**config.mk**
```make
export PLATFORM = sky130hd
export DESIGN_NAME = control_turnos
export DESIGN_NICKNAME = d
export VERILOG_FILES = /design/src/rtl/battleship_pkg.sv /design/src/rtl/control_turnos_lfsr8.sv /design/src/rtl/control_turnos.sv
export SDC_FILE = /design/constraint.sdc
export NUM_CORES = 1
export LEC_CHECK = 0
export BUFFER_PORTS_ARGS = -buffer_cell sky130_fd_sc_hd__buf_2
export CORE_MARGIN = 4
export CORE_UTILIZATION = 55
export CTS_BUF_LIST = sky130_fd_sc_hd__clkbuf_8
export CTS_CLUSTER_SIZE = 14
export DETAILED_ROUTE_END_ITERATION = 8
export PLACE_DENSITY_LB_ADDON = 0.3
export SYNTH_ARGS = -nofsm -noshare
export SYNTH_HDL_FRONTEND = slang
export SYNTH_SLANG_ARGS = --single-unit
```
**constraint.sdc**
```tcl
create_clock -name clk -period 2 [get_ports clk]
set_clock_uncertainty 0.1 [all_clocks]
set_input_delay 0.2 -clock clk [delete_from_list [all_inputs] [get_ports clk]]
set_output_delay 0.2 -clock clk [all_outputs]
set_load 0.005 [all_outputs]
```
**src/rtl/battleship_pkg.sv**
```systemverilog
// Shared definitions for the 5x5 battleship game: cell codes, controller
// states and a saturating hit-counter helper.
package battleship_pkg;

    localparam int N_DEFAULT = 5;

    localparam logic [1:0] AGUA          = 2'b00;
    localparam logic [1:0] BARCO         = 2'b01;
    localparam logic [1:0] TIRO_FALLADO  = 2'b10;
    localparam logic [1:0] TIRO_ACERTADO = 2'b11;

    typedef enum logic [2:0] {
        IDLE,
        PLAYER_WAIT,
        PLAYER_EVAL,
        PC_SELECT,
        GAME_OVER
    } state_t;

    // Counters stop at the win threshold so they can never wrap.
    function automatic logic [2:0] sat_inc(input logic [2:0] v, input logic [2:0] lim);
        return (v >= lim) ? v : v + 3'd1;
    endfunction

endpackage

```
**src/rtl/control_turnos_lfsr8.sv**
```systemverilog
// 8-bit Fibonacci LFSR (taps 8,6,5,4) used as the PC shot generator.
module lfsr8 #(
    parameter logic [7:0] SEED = 8'hA5
) (
    input  logic       clk,
    input  logic       rst,
    output logic [7:0] q
);

    // NOTE: sequential state uses non-blocking assignments so every flop
    // samples pre-edge values regardless of statement order.
    always_ff @(posedge clk) begin
        if (rst) begin
            q <= SEED;
        end else begin
            q <= {q[6:0], q[7] ^ q[5] ^ q[4] ^ q[3]};
        end
    end

endmodule

```
**src/rtl/control_turnos.sv**
```systemverilog
// Turn controller: arbitrates the board read/write ports between the
// player's shots and the PC shooter, counts hits and declares the winner.
module control_turnos
    import battleship_pkg::*;
#(
    parameter int         N            = N_DEFAULT,
    parameter int         SHIPS_TO_WIN = 3,
    parameter int         TURN_TIMEOUT = 50_000_000,
    parameter logic [7:0] LFSR_SEED    = 8'hA5,
    parameter int         SCAN_AFTER   = 32
) (
    input  logic       clk,
    input  logic       rst,
    input  logic       start,
    input  logic       shot_valid,
    input  logic [2:0] shot_row,
    input  logic [2:0] shot_col,
    output logic       shot_ready,
    output logic       rd_board,
    output logic [2:0] rd_row,
    output logic [2:0] rd_col,
    input  logic [1:0] rd_data,
    output logic       wr_en,
    output logic       wr_board,
    output logic [2:0] wr_row,
    output logic [2:0] wr_col,
    output logic [1:0] wr_data,
    output logic       clear_req,
    output logic       player_turn,
    output logic       repeat_shot,
    output logic       bad_coord,
    output logic [2:0] player_hits,
    output logic [2:0] pc_hits,
    output logic       game_over,
    output logic       player_won
);

    localparam int TW = $clog2(TURN_TIMEOUT + 1);
    localparam int SW = (SCAN_AFTER > 0) ? $clog2(SCAN_AFTER + 1) : 1;
    localparam logic [2:0]    NC        = 3'(N);
    localparam logic [2:0]    WIN       = 3'(SHIPS_TO_WIN);
    localparam logic [TW-1:0] TMO_LAST  = TW'(TURN_TIMEOUT - 1);
    localparam logic [TW-1:0] TMO_MAX   = TW'(TURN_TIMEOUT);
    localparam logic [SW-1:0] SCAN_LIM  = SW'(SCAN_AFTER);

    state_t          state, state_nxt;
    logic [2:0]      tgt_row, tgt_col;
    logic [TW-1:0]   timer;
    logic [SW-1:0]   rej_cnt;
    logic [2:0]      scan_row, scan_col;
    logic [7:0]      lfsr_q;
    logic            unused_lfsr;

    logic            new_game, take_shot, player_hit, pc_hit, pc_done, pc_reject;
    logic            scanning, cand_ok;
    logic [2:0]      cand_row, cand_col;
    logic [2:0]      player_hits_inc, pc_hits_inc;

    lfsr8 #(.SEED(LFSR_SEED)) u_lfsr (
        .clk (clk),
        .rst (rst),
        .q   (lfsr_q)
    );

    assign unused_lfsr     = ^lfsr_q[7:6];
    assign scanning        = (rej_cnt == SCAN_LIM);
    assign cand_row        = scanning ? scan_row : lfsr_q[2:0];
    assign cand_col        = scanning ? scan_col : lfsr_q[5:3];
    assign player_hits_inc = sat_inc(player_hits, WIN);
    assign pc_hits_inc     = sat_inc(pc_hits, WIN);
    assign game_over       = (state == GAME_OVER);

    // Out-of-range candidates are rejected regardless of what the board returns.
    assign cand_ok = (cand_row < NC) && (cand_col < NC) && !rd_data[1];

    // NOTE: every signal driven here gets a default first, so no path
    // through the case statement can leave one unassigned and infer a latch.
    always_comb begin
        state_nxt   = state;
        shot_ready  = 1'b0;
        player_turn = 1'b0;
        rd_board    = 1'b0;
        rd_row      = 3'd0;
        rd_col      = 3'd0;
        wr_en       = 1'b0;
        wr_board    = 1'b0;
        wr_row      = 3'd0;
        wr_col      = 3'd0;
        wr_data     = TIRO_FALLADO;
        clear_req   = 1'b0;
        repeat_shot = 1'b0;
        bad_coord   = 1'b0;
        new_game    = 1'b0;
        take_shot   = 1'b0;
        player_hit  = 1'b0;
        pc_hit      = 1'b0;
        pc_done     = 1'b0;
        pc_reject   = 1'b0;

        // Strobes are suppressed in the reset cycle so an abort never writes.
        if (!rst) begin
            case (state)
                IDLE, GAME_OVER: begin
                    if (start) begin
                        clear_req = 1'b1;
                        new_game  = 1'b1;
                        state_nxt = PLAYER_WAIT;
                    end
                end

                PLAYER_WAIT: begin
                    shot_ready  = 1'b1;
                    player_turn = 1'b1;
                    if (shot_valid && (shot_row >= NC || shot_col >= NC)) begin
                        bad_coord = 1'b1;
                    end else if (shot_valid) begin
                        take_shot = 1'b1;
                        state_nxt = PLAYER_EVAL;
                    end
                    if (!take_shot && timer >= TMO_LAST) begin
                        state_nxt = PC_SELECT;
                    end
                end

                PLAYER_EVAL: begin
                    player_turn = 1'b1;
                    rd_board    = 1'b1;
                    rd_row      = tgt_row;
                    rd_col      = tgt_col;
                    if (rd_data[1]) begin
                        repeat_shot = 1'b1;
                        state_nxt   = PLAYER_WAIT;
                    end else begin
                        wr_en     = 1'b1;
                        wr_board  = 1'b1;
                        wr_row    = tgt_row;
                        wr_col    = tgt_col;
                        state_nxt = PC_SELECT;
                        if (rd_data == BARCO) begin
                            wr_data    = TIRO_ACERTADO;
                            player_hit = 1'b1;
                            if (player_hits_inc == WIN) begin
                                state_nxt = GAME_OVER;
                            end
                        end
                    end
                end

                PC_SELECT: begin
                    rd_board = 1'b0;
                    rd_row   = cand_row;
                    rd_col   = cand_col;
                    if (cand_ok) begin
                        wr_en     = 1'b1;
                        wr_row    = cand_row;
                        wr_col    = cand_col;
                        pc_done   = 1'b1;
                        state_nxt = PLAYER_WAIT;
                        if (rd_data == BARCO) begin
                            wr_data = TIRO_ACERTADO;
                            pc_hit  = 1'b1;
                            if (pc_hits_inc == WIN) begin
                                state_nxt = GAME_OVER;
                            end
                        end
                    end else begin
                        pc_reject = 1'b1;
                    end
                end

                default: state_nxt = IDLE;
            endcase
        end
    end

    // NOTE: only controller registers are reset here; board contents live in
    // external storage and are cleared through clear_req, never by rst.
    always_ff @(posedge clk) begin
        if (rst) begin
            state       <= IDLE;
            tgt_row     <= 3'd0;
            tgt_col     <= 3'd0;
            timer       <= '0;
            rej_cnt     <= '0;
            scan_row    <= 3'd0;
            scan_col    <= 3'd0;
            player_hits <= 3'd0;
            pc_hits     <= 3'd0;
            player_won  <= 1'b0;
        end else begin
            state <= state_nxt;

            if (new_game || pc_done) begin
                timer <= '0;
            end else if (state == PLAYER_WAIT && timer != TMO_MAX) begin
                timer <= timer + 1'b1;
            end

            if (take_shot) begin
                tgt_row <= shot_row;
                tgt_col <= shot_col;
            end

            if (new_game) begin
                player_hits <= 3'd0;
                pc_hits     <= 3'd0;
                player_won  <= 1'b0;
            end else begin
                if (player_hit) begin
                    player_hits <= player_hits_inc;
                    if (player_hits_inc == WIN) begin
                        player_won <= 1'b1;
                    end
                end
                if (pc_hit) begin
                    pc_hits <= pc_hits_inc;
                end
            end

            // Random attempts first; once exhausted, walk the board row-major.
            if (state != PC_SELECT) begin
                rej_cnt  <= '0;
                scan_row <= 3'd0;
                scan_col <= 3'd0;
            end else if (pc_reject) begin
                if (!scanning) begin
                    rej_cnt <= rej_cnt + 1'b1;
                end else if (scan_col == NC - 3'd1) begin
                    scan_col <= 3'd0;
                    scan_row <= (scan_row == NC - 3'd1) ? 3'd0 : scan_row + 3'd1;
                end else begin
                    scan_col <= scan_col + 3'd1;
                end
            end
        end
    end

endmodule

```
# --- Word level (Yosys, flattened, before mapping) ---
# Index checks and enable logic that the tools add are counted.
classes:
  reduce_logical: 20
  n_mux: 73
  bitwise: 4
  n_eq_ne: 16
  n_lt_le_gt_ge: 7
  addsub: 6
ops:
  columns: ["operator", "count"]
  rows:
  - ["2-to-1 mux 3 bit", 24]
  - ["2-to-1 mux 1 bit", 42]
  - ["adder 26 x 1 -> 26 bit, second input constant", 1]
  - ["greater-or-equal comparator 26 bit, second input constant", 1]
  - ["inequality test 26 bit, second input constant", 1]
  - ["case mux 3 bit (2 select lines)", 4]
  - ["adder 3 x 1 -> 3 bit, second input constant", 4]
  - ["== test 3 x 2 -> 1 bit, second input constant", 4]
  - ["case mux 3 bit (4 select lines)", 1]
  - ["OR reduction 2 bit", 5]
  - ["== test 3 bit, second input constant", 3]
  - ["adder 6 x 1 -> 6 bit, second input constant", 1]
  - ["== test 6 bit, second input constant", 1]
  - ["greater-or-equal comparator 3 x 2 -> 1 bit, second input constant", 2]
  - ["greater-or-equal comparator 3 bit, second input constant", 2]
  - ["less-than comparator 3 bit, second input constant", 2]
  - ["inequality test 3 bit, second input constant", 2]
  - ["AND reduction 2 bit", 3]
  - ["logical AND 1 bit", 5]
  - ["inequality test 2 bit, second input constant", 2]
  - ["case mux 1 bit (2 select lines)", 2]
  - ["AND reduction 4 bit", 1]
  - ["== test 3 x 1 -> 1 bit, second input constant", 1]
  - ["logical NOT 3 bit", 1]
  - ["7 further kinds", 11]
word_totals:
  input_bits: 12
  output_inout_bits: 30
  register_bits: 62

# --- Longest topological paths before layout ---
depth:
  word_depth: 10
  mapped_depth: 10
  ltp_nobuf: 8

# --- Cells and area by module ---
# A second synthesis with hierarchy kept.
hier_totals:
  hier_cells: 388
  area_unflattened_um2: 3270.6
by_module_without_submodules:
  columns: ["mod", "area_per_inst_um2", "cells_each", "instances", "seq_area_each_um2"]
  rows:
  - ["control_turnos", 3034.2, 369, 1, 1081.0]
  - ["lfsr8", 236.5, 19, 1, 160.2]

# --- Least setup slack after synthesis ---
# OpenSTA, ideal clock, no wires.
synth_timing:
  path_kind: "flip-flop to output port"
  startpoint: "register rej_cnt[0]"
  endpoint: "output port wr_data[0]"
  path_buffers: 1
  path_stages_with_launch: 8
  arrival_time_ns: 1.874
  required_time_ns: 1.700
  setup_slack_ns: -0.174
  cell_sequence: "dfxtp_1 inv_1 ha_1 nor4b_4 a211o_2 a21o_4 buf_2 a2111oi_2"
synth_between:
  elab_chain_len: 8
synth_lines:
  columns: ["element", "line_no", "rtl"]
  rows:
  - ["start: declaration", "control_turnos.sv:49", "logic [SW-1:0] rej_cnt;"]
  - ["start signal: assignment", "control_turnos.sv:227", "rej_cnt <= rej_cnt + 1'b1;"]
  - ["== test 6 bit (*)", "control_turnos.sv:66", "assign scanning = (rej_cnt == SCAN_LIM);"]
  - ["2-to-1 mux 3 bit, on equally long branches", "control_turnos.sv:67, control_turnos.sv:68", null]
  - ["less-than comparator 3 bit", "control_turnos.sv:74", "assign cand_ok = (cand_row < NC) && (cand_col < NC) && !rd_data[1];"]
  - ["logical AND 1 bit (*) (2 in series)", "control_turnos.sv:74", null]
  - ["2-to-1 mux 1 bit (*)", "control_turnos.sv:153", "if (cand_ok) begin"]
  - ["case mux 1 bit (2 select lines) (*)", "control_turnos.sv:102", "case (state)"]
  - ["2-to-1 mux 1 bit (*)", "control_turnos.sv:101", "if (!rst) begin"]
  - ["end: declaration", "control_turnos.sv:27", "output logic [1:0] wr_data,"]
# Every way passes the cells marked *; elsewhere a longest branch is shown, timed or not.

# --- Final worst setup path ---
layout_timing:
  startpoint: "register rej_cnt[0]"
  endpoint: "output port wr_row[0]"
layout_between:
  elab_chain_len: 8
layout_lines:
  columns: ["element", "line_no", "rtl"]
  rows:
  - ["== test 6 bit (*)", "control_turnos.sv:66", null]
  - ["2-to-1 mux 3 bit, on equally long branches", "control_turnos.sv:67, control_turnos.sv:68", null]
  - ["less-than comparator 3 bit", "control_turnos.sv:74", null]
  - ["logical AND 1 bit (2 in series)", "control_turnos.sv:74", null]
  - ["2-to-1 mux 3 bit (*)", "control_turnos.sv:153", null]
  - ["case mux 3 bit (2 select lines) (*)", "control_turnos.sv:102", null]
  - ["2-to-1 mux 3 bit (*)", "control_turnos.sv:101", null]
  - ["end: declaration", "control_turnos.sv:25", "output logic [2:0] wr_row,"]
# Marked as above.

==> summary.md <==
| Metric | Value |
|---|---|
| R2R setup slack | `-0.30 ns` |
| Port Buffers | `40` |
| Worst Reg2Reg Path Length in Cells | `12` |
| Final Hold Viols | `0` |
| Total track usage | `24.4%` |
| NumNets Final | `545` |
| Top-level I/O count | `42` |
| Dpl hpwl | `6130 um` |
| PD cells | `631 mW/mm2` |
| Failing checks | `setup timing` |
| Total wire length | `10300 um` |
| GPL Wtd Cong | `0.882` |
| Core area | `0.00603 mm2` |
| Crit path time final | `2.45 ns` |
| CP endpoint | `wr_row[0]` |
| Share of synthesized registers carrying an async set or reset | `0%` |
| H-tree depth | `3` |
| DR vias/cell | `5.82` |
| Outcome | `finished with violations` |
| First-pass GRT wire length | `14900 um` |
| YS warnings | `0` |
| Final WS setup | `-0.452 ns` |
| Data arrival, critical path | `2.15 ns` |
| Critical R2R Launch | `rej_cnt[0]` |
| Hold_buf cts | `0` |
| RSZ-0062 raised after global routing | `yes` |
| Critical-path maximum fanout | `5` |
| Tot Pwr | `0.00310 W` |
| Starting density of the core | `57.8%` |
| Slew Viols, Final | `0` |
| Initial DRT Pass Iterations | `5` |
| Fill count | `360` |
| Via count | `3495` |
| Row count | `28` |
| Final setup fails | `54` |
| Worst R2R End | `timer[24]` |
| Count of cell types in the netlist | `68` |
| Antenna Cells | `0` |
| Fmax | `408 MHz` |
| CTS Sinks | `62` |
| Max VDD drop | `0.000564 V` |
| Hold path start | `shot_row[1]` |
| Commonest non-fill, non-tap cell in the layout | `nor2_1` |
| DRC errors left | `0` |
| Initial antenna violation count | `0` |
| CTS tree | `built` |
| CP Capture Type | `output pin` |
| Multi-input logic area | `0.00236 mm2` |
| Data required time of the critical path | `1.70 ns` |
| Die area | `0.00768 mm2` |
| Initial DRC count | `194` |
| Antenna viol nets, final | `0` |
| Area grow syn2layout | `41.0%` |
| Mapped Area | `0.00349 mm2` |
| Vert. Die Dim | `87.6 um` |
| Worst-path clk slew | `0.07 ns` |
| CP Class | `flop to output pin` |
| Most frequent cells in the layout | `59 x nor2_1, 58 x buf_4, 57 x dfxtp_1` |
| Mapped Nets | `436` |
| Sequential Area | `0.00125 mm2` |
| Vias in the first global route | `3352` |
| Placed cell area | `0.00410 mm2` |
| Sequential cell area fraction in the yosys report | `35.6%` |
| Post-synthesis register bit count | `62` |
| WL/cell | `17.1 um` |
| Finished Cell Area | `0.00492 mm2` |
| Layout cell share with drive strength beyond 1 | `39.5%` |
| Clock Path Buffers | `2` |
| Remaining Overflow, GRT | `0` |
| Clock Latency Late Sink | `0.34 ns` |
| Cells after Synth | `412` |
| CTS Buf Count | `9` |
| EDFF count, synth | `0` |
| Avg Cell Area, Syn | `8.46 um2` |
| P_leak | `1.95 nW` |
| Min-delay worst type | `input port to flop` |
| Final period util | `123%` |
| Crit path launch | `rej_cnt[0]` |
| Max cap viols | `0` |
| Largest net degree at the start of global routing | `19` |
| Clk root buf | `clkbuf_8` |
| Post-synth top flop | `dfxtp_1` |
| Critical Path Source Type | `flop` |
| Chip width | `87.6 um` |
worst min path at each step:
stage / end / slack [ns] / cells after the start
floorplan: u_lfsr.q[0] / 0.23 / 2
global placement: u_lfsr.q[7] / 0.29 / 1
detailed placement: u_lfsr.q[7] / 0.30 / 1
CTS: tgt_row[1] / 0.0007 / 3
global route: tgt_col[0] / 0.01 / 3
finish: tgt_row[1] / 0.01 / 3
critical path: stages (launching register included):
cell and delay [ns]:
dfxtp_2 0.34, inv_2 0.05, ha_4 0.14, nor4b_4 0.13
a211o_2 0.33, a21o_4 0.26, nor2_4 0.18, a22oi_1 0.11
nor2_1 0.14, buf_2 0.13
through the flow:
| step | util, % | std cells | setup WS, ns | hold slack [ns] | setup TNS (ns) |
|---|---|---|---|---|---|
| CTS | 76.3 | 590 | -0.416 | 0.000715 | -12.49 |
| global placement | 68.1 | 561 | -0.0837 | 0.294 | -2.47 |
| detailed placement | 68.1 | 561 | -0.129 | 0.298 | -3.93 |
| floorplan | - | 412 | -0.0209 | 0.230 | -0.397 |
| finish | 81.6 | 601 | -0.452 | 0.0125 | -12.66 |
| global route | 81.6 | 601 | -0.547 | 0.0139 | -17.14 |
power by group:
part           switching, W  internal [W]  leakage, nW  total (W)
logic              0.000247      0.000211         1.32   0.000459
registers         0.0000284       0.00126        0.505    0.00129
clock network      0.000495      0.000859        0.126    0.00135
state kept, by name, indices dropped and copies added, names as in the netlist:
name	cells
tgt_row	3
rej_cnt	6
scan_row	3
player_won	1
pc_hits	3
state	3
scan_col	3
u_lfsr.q	8
player_hits	3
timer	26
tgt_col	3
cell type report:
type,instances,share of cell area [%]
multi-input cells,314,48.0
flip-flops and latches,62,25.4
repair buffers,115,18.2
clock buffers,10,2.80
clock inverters,6,2.21
well taps,75,1.91
inverters,19,1.45
synth_stat cells (3+ instances only):
| master | number | area, um2 |
|---|---|---|
| buf_4 | 4 | 30.0 |
| nand3_1 | 14 | 70.1 |
| inv_1 | 19 | 71.3 |
| a21oi_1 | 19 | 95.1 |
| ha_1 | 12 | 150 |
| xor2_1 | 11 | 96.3 |
| nor4_1 | 4 | 25.0 |
| dfxtp_1 | 62 | 1240 |
| o21ai_1 | 3 | 15.0 |
| xnor2_1 | 22 | 193 |
| mux2i_1 | 15 | 150 |
| buf_2 | 5 | 25.0 |
| clkbuf_1 | 5 | 18.8 |
| o21ai_0 | 8 | 40.0 |
| nand2_1 | 26 | 97.6 |
| nand4_1 | 9 | 56.3 |
| and3_1 | 4 | 25.0 |
| nand2b_1 | 3 | 18.8 |
| a22oi_1 | 4 | 30.0 |
| or2_2 | 4 | 25.0 |
| nor2_1 | 75 | 282 |
| nor2b_1 | 6 | 37.5 |
| o21a_1 | 3 | 22.5 |
| nor3_1 | 18 | 90.1 |
kinds of logic (layout without fill, tap and decap cells):
group,count (synthesis),after routing,synth area share (%)
adder cells (fa/ha/maj),12,12,4.31
flip-flops,62,62,35.6
AND/OR/NAND/NOR,191,191,29.1
AO/OA/AOI/OAI,60,60,12.7
XOR/XNOR,33,33,8.29
other,1,1,0.108
buffers and inverters,36,150,4.92
multiplexers,17,17,4.95
layer usage:
layer | vias up | track usage (%) | part of all wire [%]
met5 | - | 0 | 0
met4 | 0 | 8.65 | 1.9
met3 | 29 | 6.30 | 5.0
met2 | 113 | 44.0 | 53
met1 | 1707 | 27.8 | 40
li1 | 1646 | - | -
repair_timing:
item / 4_1_cts / 5_1_grt
pin swaps: 21 / 45
setup buffers: 11 / 16
resized for setup: 29 / 60
endpoints found under the setup margin: 47 / 63
cloned: 3 / 0
Power figures use the tool's default switching activity.
